$ cat config.mk
export PLATFORM = sky130hd
export DESIGN_NAME = cpu_sequencer
export DESIGN_NICKNAME = d
export VERILOG_FILES = /design/src/rtl/cpu_sequencer.sv
export SDC_FILE = /design/constraint.sdc
export NUM_CORES = 1
export LEC_CHECK = 0
export ABC_AREA = 0
export BUFFER_PORTS_ARGS = -buffer_cell sky130_fd_sc_hd__buf_2
export CORE_UTILIZATION = 47
export CTS_CLUSTER_SIZE = 40
export DETAILED_ROUTE_END_ITERATION = 8
export GPL_ROUTABILITY_DRIVEN = 1
export MAX_ROUTING_LAYER = met4
export PLACE_DENSITY = 0.74
export SYNTH_ARGS = -nofsm -noshare
export SYNTH_HDL_FRONTEND = slang
export SYNTH_SLANG_ARGS = --single-unit
$ cat constraint.sdc
create_clock -name clk -period 1.8 [get_ports clk]
set_clock_uncertainty 0.2 [all_clocks]
set_input_delay 0.27 -clock clk [delete_from_list [all_inputs] [get_ports clk]]
set_output_delay 0.27 -clock clk [all_outputs]
set_load 0.01 [all_outputs]
$ cat src/rtl/cpu_sequencer.sv
// Fetch/decode/execute sequencer driving an external combinational 8-bit ALU.
// Owns the PC, a 4x8 register file and the sticky carry flag; 3 cycles per instruction.
module cpu_sequencer #(
    parameter int          ADDR_W   = 8,
    parameter int unsigned RESET_PC = 0
) (
    input  logic              clk,
    input  logic              rst,
    input  logic              start,
    output logic [ADDR_W-1:0] imem_addr,
    output logic              imem_rd_en,
    input  logic [15:0]       imem_data,
    output logic [7:0]        alu_a,
    output logic [7:0]        alu_b,
    output logic [2:0]        alu_sel,
    input  logic [7:0]        alu_result,
    input  logic              alu_carry,
    output logic              rf_we,
    output logic [1:0]        rf_widx,
    output logic              carry_flag,
    output logic              busy,
    output logic              halted,
    output logic [ADDR_W-1:0] pc,
    input  logic [1:0]        dbg_idx,
    output logic [7:0]        dbg_data,
    output logic [2:0]        dbg_state
);

    localparam logic [ADDR_W-1:0] PC0 = ADDR_W'(RESET_PC);

    typedef enum logic [2:0] {
        S_IDLE   = 3'd0,
        S_FETCH  = 3'd1,
        S_DECODE = 3'd2,
        S_EXEC   = 3'd3,
        S_HALT   = 3'd4
    } state_t;

    state_t            r_state;
    logic [ADDR_W-1:0] r_pc;
    logic [15:0]       r_ir;
    logic [7:0]        r_rf [4];
    logic [7:0]        r_alu_a;
    logic [7:0]        r_alu_b;
    logic [2:0]        r_alu_sel;
    logic              r_rd_en;
    logic              r_rf_we;
    logic              r_carry;
    logic              r_busy;
    logic              r_halted;

    logic [1:0]        w_rd;
    logic [1:0]        w_rs;
    logic              w_unused_bits;

    assign w_rd = imem_data[11:10];
    assign w_rs = imem_data[1:0];
    // Only rd is needed after DECODE; bit 8 of the instruction is reserved.
    assign w_unused_bits = ^{r_ir[15:12], r_ir[9:0], imem_data[8]};

    always_ff @(posedge clk or negedge rst) begin
        if (!rst) begin
            r_state   <= S_IDLE;
            r_pc      <= PC0;
            r_ir      <= '0;
            for (int i = 0; i < 4; i++) r_rf[i] <= '0;
            r_alu_a   <= '0;
            r_alu_b   <= '0;
            r_alu_sel <= '0;
            r_rd_en   <= 1'b0;
            r_rf_we   <= 1'b0;
            r_carry   <= 1'b0;
            r_busy    <= 1'b0;
            r_halted  <= 1'b0;
        end else begin
            case (r_state)
                S_IDLE, S_HALT: begin
                    if (start) begin
                        r_state  <= S_FETCH;
                        r_pc     <= PC0;
                        r_rd_en  <= 1'b1;
                        r_busy   <= 1'b1;
                        r_halted <= 1'b0;
                    end
                end
                S_FETCH: begin
                    r_state <= S_DECODE;
                    r_rd_en <= 1'b0;
                end
                S_DECODE: begin
                    r_ir <= imem_data;
                    if (imem_data[15]) begin
                        r_state  <= S_HALT;
                        r_busy   <= 1'b0;
                        r_halted <= 1'b1;
                    end else begin
                        // ALU inputs only ever change on this edge, so they are stable through EXEC.
                        r_alu_a   <= r_rf[w_rd];
                        r_alu_b   <= imem_data[9] ? imem_data[7:0] : r_rf[w_rs];
                        r_alu_sel <= imem_data[14:12];
                        r_rf_we   <= 1'b1;
                        r_state   <= S_EXEC;
                    end
                end
                S_EXEC: begin
                    r_rf[r_ir[11:10]] <= alu_result;
                    r_carry           <= alu_carry;
                    r_pc              <= r_pc + ADDR_W'(1);
                    r_rf_we           <= 1'b0;
                    r_rd_en           <= 1'b1;
                    r_state           <= S_FETCH;
                end
                default: r_state <= S_IDLE;
            endcase
        end
    end

    assign imem_addr  = r_pc;
    assign imem_rd_en = r_rd_en;
    assign alu_a      = r_alu_a;
    assign alu_b      = r_alu_b;
    assign alu_sel    = r_alu_sel;
    assign rf_we      = r_rf_we;
    assign rf_widx    = r_ir[11:10];
    assign carry_flag = r_carry;
    assign busy       = r_busy;
    assign halted     = r_halted;
    assign pc         = r_pc;
    assign dbg_data   = r_rf[dbg_idx];
    assign dbg_state  = r_state;

endmodule

# == After elaboration in Yosys (flattened, before gate mapping) ==
# Index checks and enable logic that the tools add are counted.
# word_totals
ff_bits,79
latchBits,0
mem_bits_rw,0
mem_bits_ro,0
inputBits,30
elab_cells,72
memories,0
# classes
addsub,1
n_mul,0
n_div,0
magnitude_cmp,5
eq_ne,7
shift,0
n_mux,27
n_bitwise,5
reduce_logical,12
# op_table
op,n
8-bit two-way mux,9
8-bit binary-select mux with 2-bit select,3
32-bit bitwise mux,1
8-bit demux with 2-bit select,1
8-bit one-hot mux with 2 select lines,1
3-bit greater-or-equal comparator (second input constant),4
2-bit NOT with 3-bit output,4
3-bit one-hot mux with 4 select lines,1
8-bit by 1-bit adder with 8-bit output (second input constant),1
2-bit AND reduction,4
3-bit by 2-bit == test with 1-bit output (second input constant),2
3-bit two-way mux,2
2-bit inequality test (second input constant),3
1-bit one-hot mux with 2 select lines,3
2-bit nonzero test,3
1-bit two-way mux,5
3-bit by 1-bit == test with 1-bit output (second input constant),1
3-bit == test (second input constant),1
3-bit logical NOT,1
3-bit by 1-bit less-than comparator with 1-bit output (second input constant),1
1-bit one-hot mux with 3 select lines,1
3-bit AND reduction,1
3-bit nonzero test,1
2-bit OR reduction,1
other kinds (2),2

# == Depth between registers and ports, before layout ==
# depth
word_depth,6
ltp_mapped,6
ltp_nobuf,4

# == Least setup slack after synthesis ==
# Ideal clock, no wire load.
# synth_path
path_kind,register to register
start,"reg r_state[2], in the netlist dbg_state[2]"
end,"reg r_alu_a[6], in the netlist alu_a[6]"
setup_ns,0.125
arrival_time_ns,1.468
required_time_ns,1.475
path_slack_ns,0.007
path_stages_with_launch,6
path_buffers,3
synth_period_minus_slack_ns,1.793
path_cell_list,dfrtp_1 -> buf_6 -> nor4b_1 -> buf_4 -> buf_6 -> mux2_2
# synth_between
elab_chain_cells,2
# synth_lines
item,line,source
"start, declared",39,state_t r_state;
"start signal, assigned",63,r_state <= S_IDLE;
"start signal, assigned",79,r_state <= S_FETCH;
"start signal, assigned",87,r_state <= S_DECODE;
3-bit by 2-bit == test with 1-bit output,76,case (r_state)
2-bit AND reduction (no source line),-,
"end signal, assigned",98,r_alu_a <= r_rf[w_rd];
"end, declared",43,logic [7:0] r_alu_a;
# Every way passes these cells.
# A chain may end at the register's enable or synchronous reset.

# == Worst setup path in the final report ==
# layout_path
start,reg r_rf[5] in the netlist's numbering
end,out dbg_data[5]
# layout_between
elab_chain_cells,3
# layout_lines
item,line,source
"start, declared",42,logic [7:0] r_rf [4];
"start signal, assigned by index",106,r_rf[r_ir[11:10]] <= alu_result;
8-bit binary-select mux with 2-bit select,129,assign dbg_data = r_rf[dbg_idx];
8-bit two-way mux (not written as such) (2 in series),129,
"end, declared",25,"output logic [7:0] dbg_data,"
# Every way passes these cells. The select of a mux whose other input is x is not followed.

==> qor_table.md <==
| Quantity | This run | Unit |
|:---|:---|:---|
| Fill count | 578 | - |
| Row count | 31 | - |
| Class of the tightest hold or removal check | primary input to flip-flop | - |
| Number of max-slew violations in the final report | 0 | - |
| Worst ir drop on vdd | 0.000556 | V |
| Maximum buffer depth of the clock tree | 2 | - |
| Number of buffers created by CTS | 9 | - |
| Routed via count divided by cell count | 5.35 | - |
| Number of synthesized flops with an enable pin | 0 | - |
| Number of endpoints failing setup at the final stage | 8 | - |
| Worst setup EP type | output port | - |
| Max layer used | met4 | - |
| Vias in the first global route | 2501 | - |
| Post-synthesis async set-or-reset flop share | 100 | % |
| Max-cap viol count | 0 | - |
| Pleak | 2.20 | nW |
| Reg clk slew, reported paths | 0.08 | ns |
| Fraction of the yosys area taken by sequential cells | 48.8 | % |
| Period utilisation layout | 103 | % |
| Post-synth net total | 286 | - |
| TritonCTS clock tree | built | - |
| Most used DFF post-synth | dfrtp_1 | - |
| Biggest fanout along the worst timing path | 2 | - |
| Antenna violations before repair | 0 | - |
| Final weighted congestion in routability-driven placement | 0.793 | - |
| Yosys warning count | 0 | - |
| Min Clock Period, post-route | 1.85 | ns |
| Relative area change from synthesis to final layout | 31.4 | % |
| Kind of cell adding the most delay to the critical path | multiplexers | - |
| Via Count | 2574 | - |
| Total Wirelength | 8.22 | mm |
| Crit path largest cell delay | 0.50 | ns |
| Sum of overflow across all layers after global routing | 0 | - |
| Total count of hold-check failures in the final report | 0 | - |
| Flip-flop and latch count after synthesis | 69 | - |
| Met3 routed wirelength | 290 | microns |
| CP Cell Sequence | mux4_2 -> buf_6 | - |
| Antenna fix cells | 0 | - |
| Detailed placement HPWL | 5.23 | mm |
| RSZ-0062 raised after global routing | yes | - |
| Data arrival time at the worst-slack endpoint | 1.38 | ns |
| Die area | 7880 | sq um |
| Leading cell type in the layout, fill and taps excluded | buf_2 | - |
| Result of the run | finished, violations left | - |
| Overall die width | 88.8 | microns |
| Final setup slack of the worst path | -0.0459 | ns |
| Die H | 88.8 | microns |
| Metal2 WL | 4.16 | mm |
| Most used cells in the layout excluding fill and tap cells | buf_2, dfrtp_1, mux2_2 | - |
| Routed met1 length | 3.64 | mm |
| Pwr Density | 1640 | nW/um^2 |
| Wire length of the first global-routing pass | 12.7 | mm |
| Required time of the critical path | 1.33 | ns |
| Final setup TNS | -0.277 | ns |
| Clock latency on the worst-skew pair | 0.34 | ns |
| Ports placed on the boundary | 83 | - |
| Max-Slew Margin vs Limit | 74.1 | % |
| Syn Std Cell Area | 3540 | sq um |
| Crit path kind | flip-flop to output port | - |
| H-tree lvl count | 3 | - |
| Worst path buffer plus inverter count | 1 | - |
| Failing checks | negative setup slack | - |
| Detailed-route wire length per cell | 17.1 | microns |
| Slew of the pin with the lowest slew margin | 0.389 | ns |
| Achievable frequency | 542 | MHz |
| Launching element type of the critical path | flip-flop | - |
| Slowest stage cell on the critical path | mux4_2 | - |
| Area of the core | 7250 | sq um |
| Number of optimization iterations in the first detailed-route pass | 4 | - |
| Starting DRC count in detailed routing | 141 | - |
| Hold WS | 0.00411 | ns |
| Syn Area/Cell | 13.9 | sq um |
| Effective utilization at floorplan | 48.8 | % |
| Post-route DRC violation count | 0 | - |
| # port buffers | 81 | - |
| Root Buffer | clkbuf_8 | - |
| Gate count of the mapped netlist | 255 | - |
| Number of nets in the layout | 408 | - |
| Pin count of the biggest net entering global routing | 70 | - |
| Global-route usage over all layers | 22.7 | % |
| Count of cell types in the netlist | 38 | - |
| Number of sinks handled by clock tree synthesis | 69 | - |
| Antenna violation net count after detailed routing | 0 | - |
| Share of post-route cells with drive strength above 1 | 58.1 | % |
==> layer usage <==
layer	global-route usage, %	up-vias
met4	8.50	0
met1	28.5	1296
met5	-	-
li1	-	1205
met3	3.26	13
met2	37.3	60
==> state kept, by name, summed over array words and instances (netlist names) <==
| name | count |
|---|---|
| imem_rd_en | 1 |
| r_rf | 32 |
| alu_sel | 3 |
| imem_addr | 8 |
| rf_we | 1 |
| dbg_state | 3 |
| carry_flag | 1 |
| alu_b | 8 |
| alu_a | 8 |
| busy | 1 |
| halted | 1 |
| r_ir | 2 |
==> cell type report <==
class	instances	area, sq um	area share [%]
Sequential cell	69	1730	37.1
Multi-Input combinational cell	157	1650	35.6
Clock buffer	11	131	2.82
Inverter	4	15.0	0.323
Timing Repair Buffer	136	925	19.9
Tap cell	99	124	2.66
Clock inverter	5	75.1	1.61
==> report_power, final <==
group	internal (mW)	switching (mW)
clock	0.775	0.583
sequential	2.24	0.459
combinational	2.10	1.48
==> cell families after synthesis <==
| logic type | share of synthesized area [%] |
|---|---|
| compound gates | 5.37 |
| fa+ha+maj | 0.353 |
| buf+inv | 4.95 |
| flops | 48.8 |
| mux | 32.1 |
| simple gates | 8.41 |
==> stage by stage <==
stage / area, sq um / worst slack, ns / util (%) / total power, mW / cells
floorplan: 3540 / 0.00725 / - / 4.59 / 255
global placement: 4040 / 0.0547 / 55.7 / 5.39 / 422
detailed placement: 4040 / 0.0281 / 55.7 / 5.53 / 422
CTS: 4570 / -0.0449 / 63.0 / 7.45 / 476
global route: 4650 / -0.0729 / 64.1 / 8.10 / 481
finish: 4650 / -0.0459 / 64.1 / 7.64 / 481
==> repair_timing <==
action	in CTS	in global routing
endpoints found under the setup margin	8	30
hold buffers	7	0
resized for setup	3	10
hold endpoints to repair	75	0
setup buffers	31	5
cloned	0	0
==> worst reg2reg max path, cell delays in order, from the launching register on <==
cell	delay, ns
dfrtp_1	0.47
nor4b_4	0.36
buf_12	0.22
mux2_2	0.36
==> path summary, 6_finish.rpt <==
kind,from,to,slack [ns],cells after the start
worst max-delay path,r_rf[5]$_DFFE_PN0P_,dbg_data[5],-0.05,2
worst min-delay path,alu_result[6],r_rf[30]$_DFFE_PN0P_,0.004,2
worst max register to register,dbg_state[0]$_DFFE_PN0P_,alu_a[1]$_DFFE_PN0P_,0.07,3
worst min register to register,alu_sel[2]$_DFFE_PN0P_,alu_sel[2]$_DFFE_PN0P_,0.29,1
max in group asynchronous,rst,r_rf[28]$_DFFE_PN0P_,0.82,3
min in group asynchronous,rst,halted$_DFFE_PN0P_,0.26,3
==> synthesized netlist by cell type, types with 7 or more instances <==
master	count	area share (%)
a21oi_1	11	1.6
buf_2	7	0.99
buf_4	11	2.3
dfrtp_1	69	49
mux2_2	48	15
mux2i_1	9	2.5
mux4_2	22	14
nand2_1	9	0.95
nand3_1	7	0.99
nor2_1	10	1.1
o21ai_0	7	0.99
(Power assumes the default switching activity.)
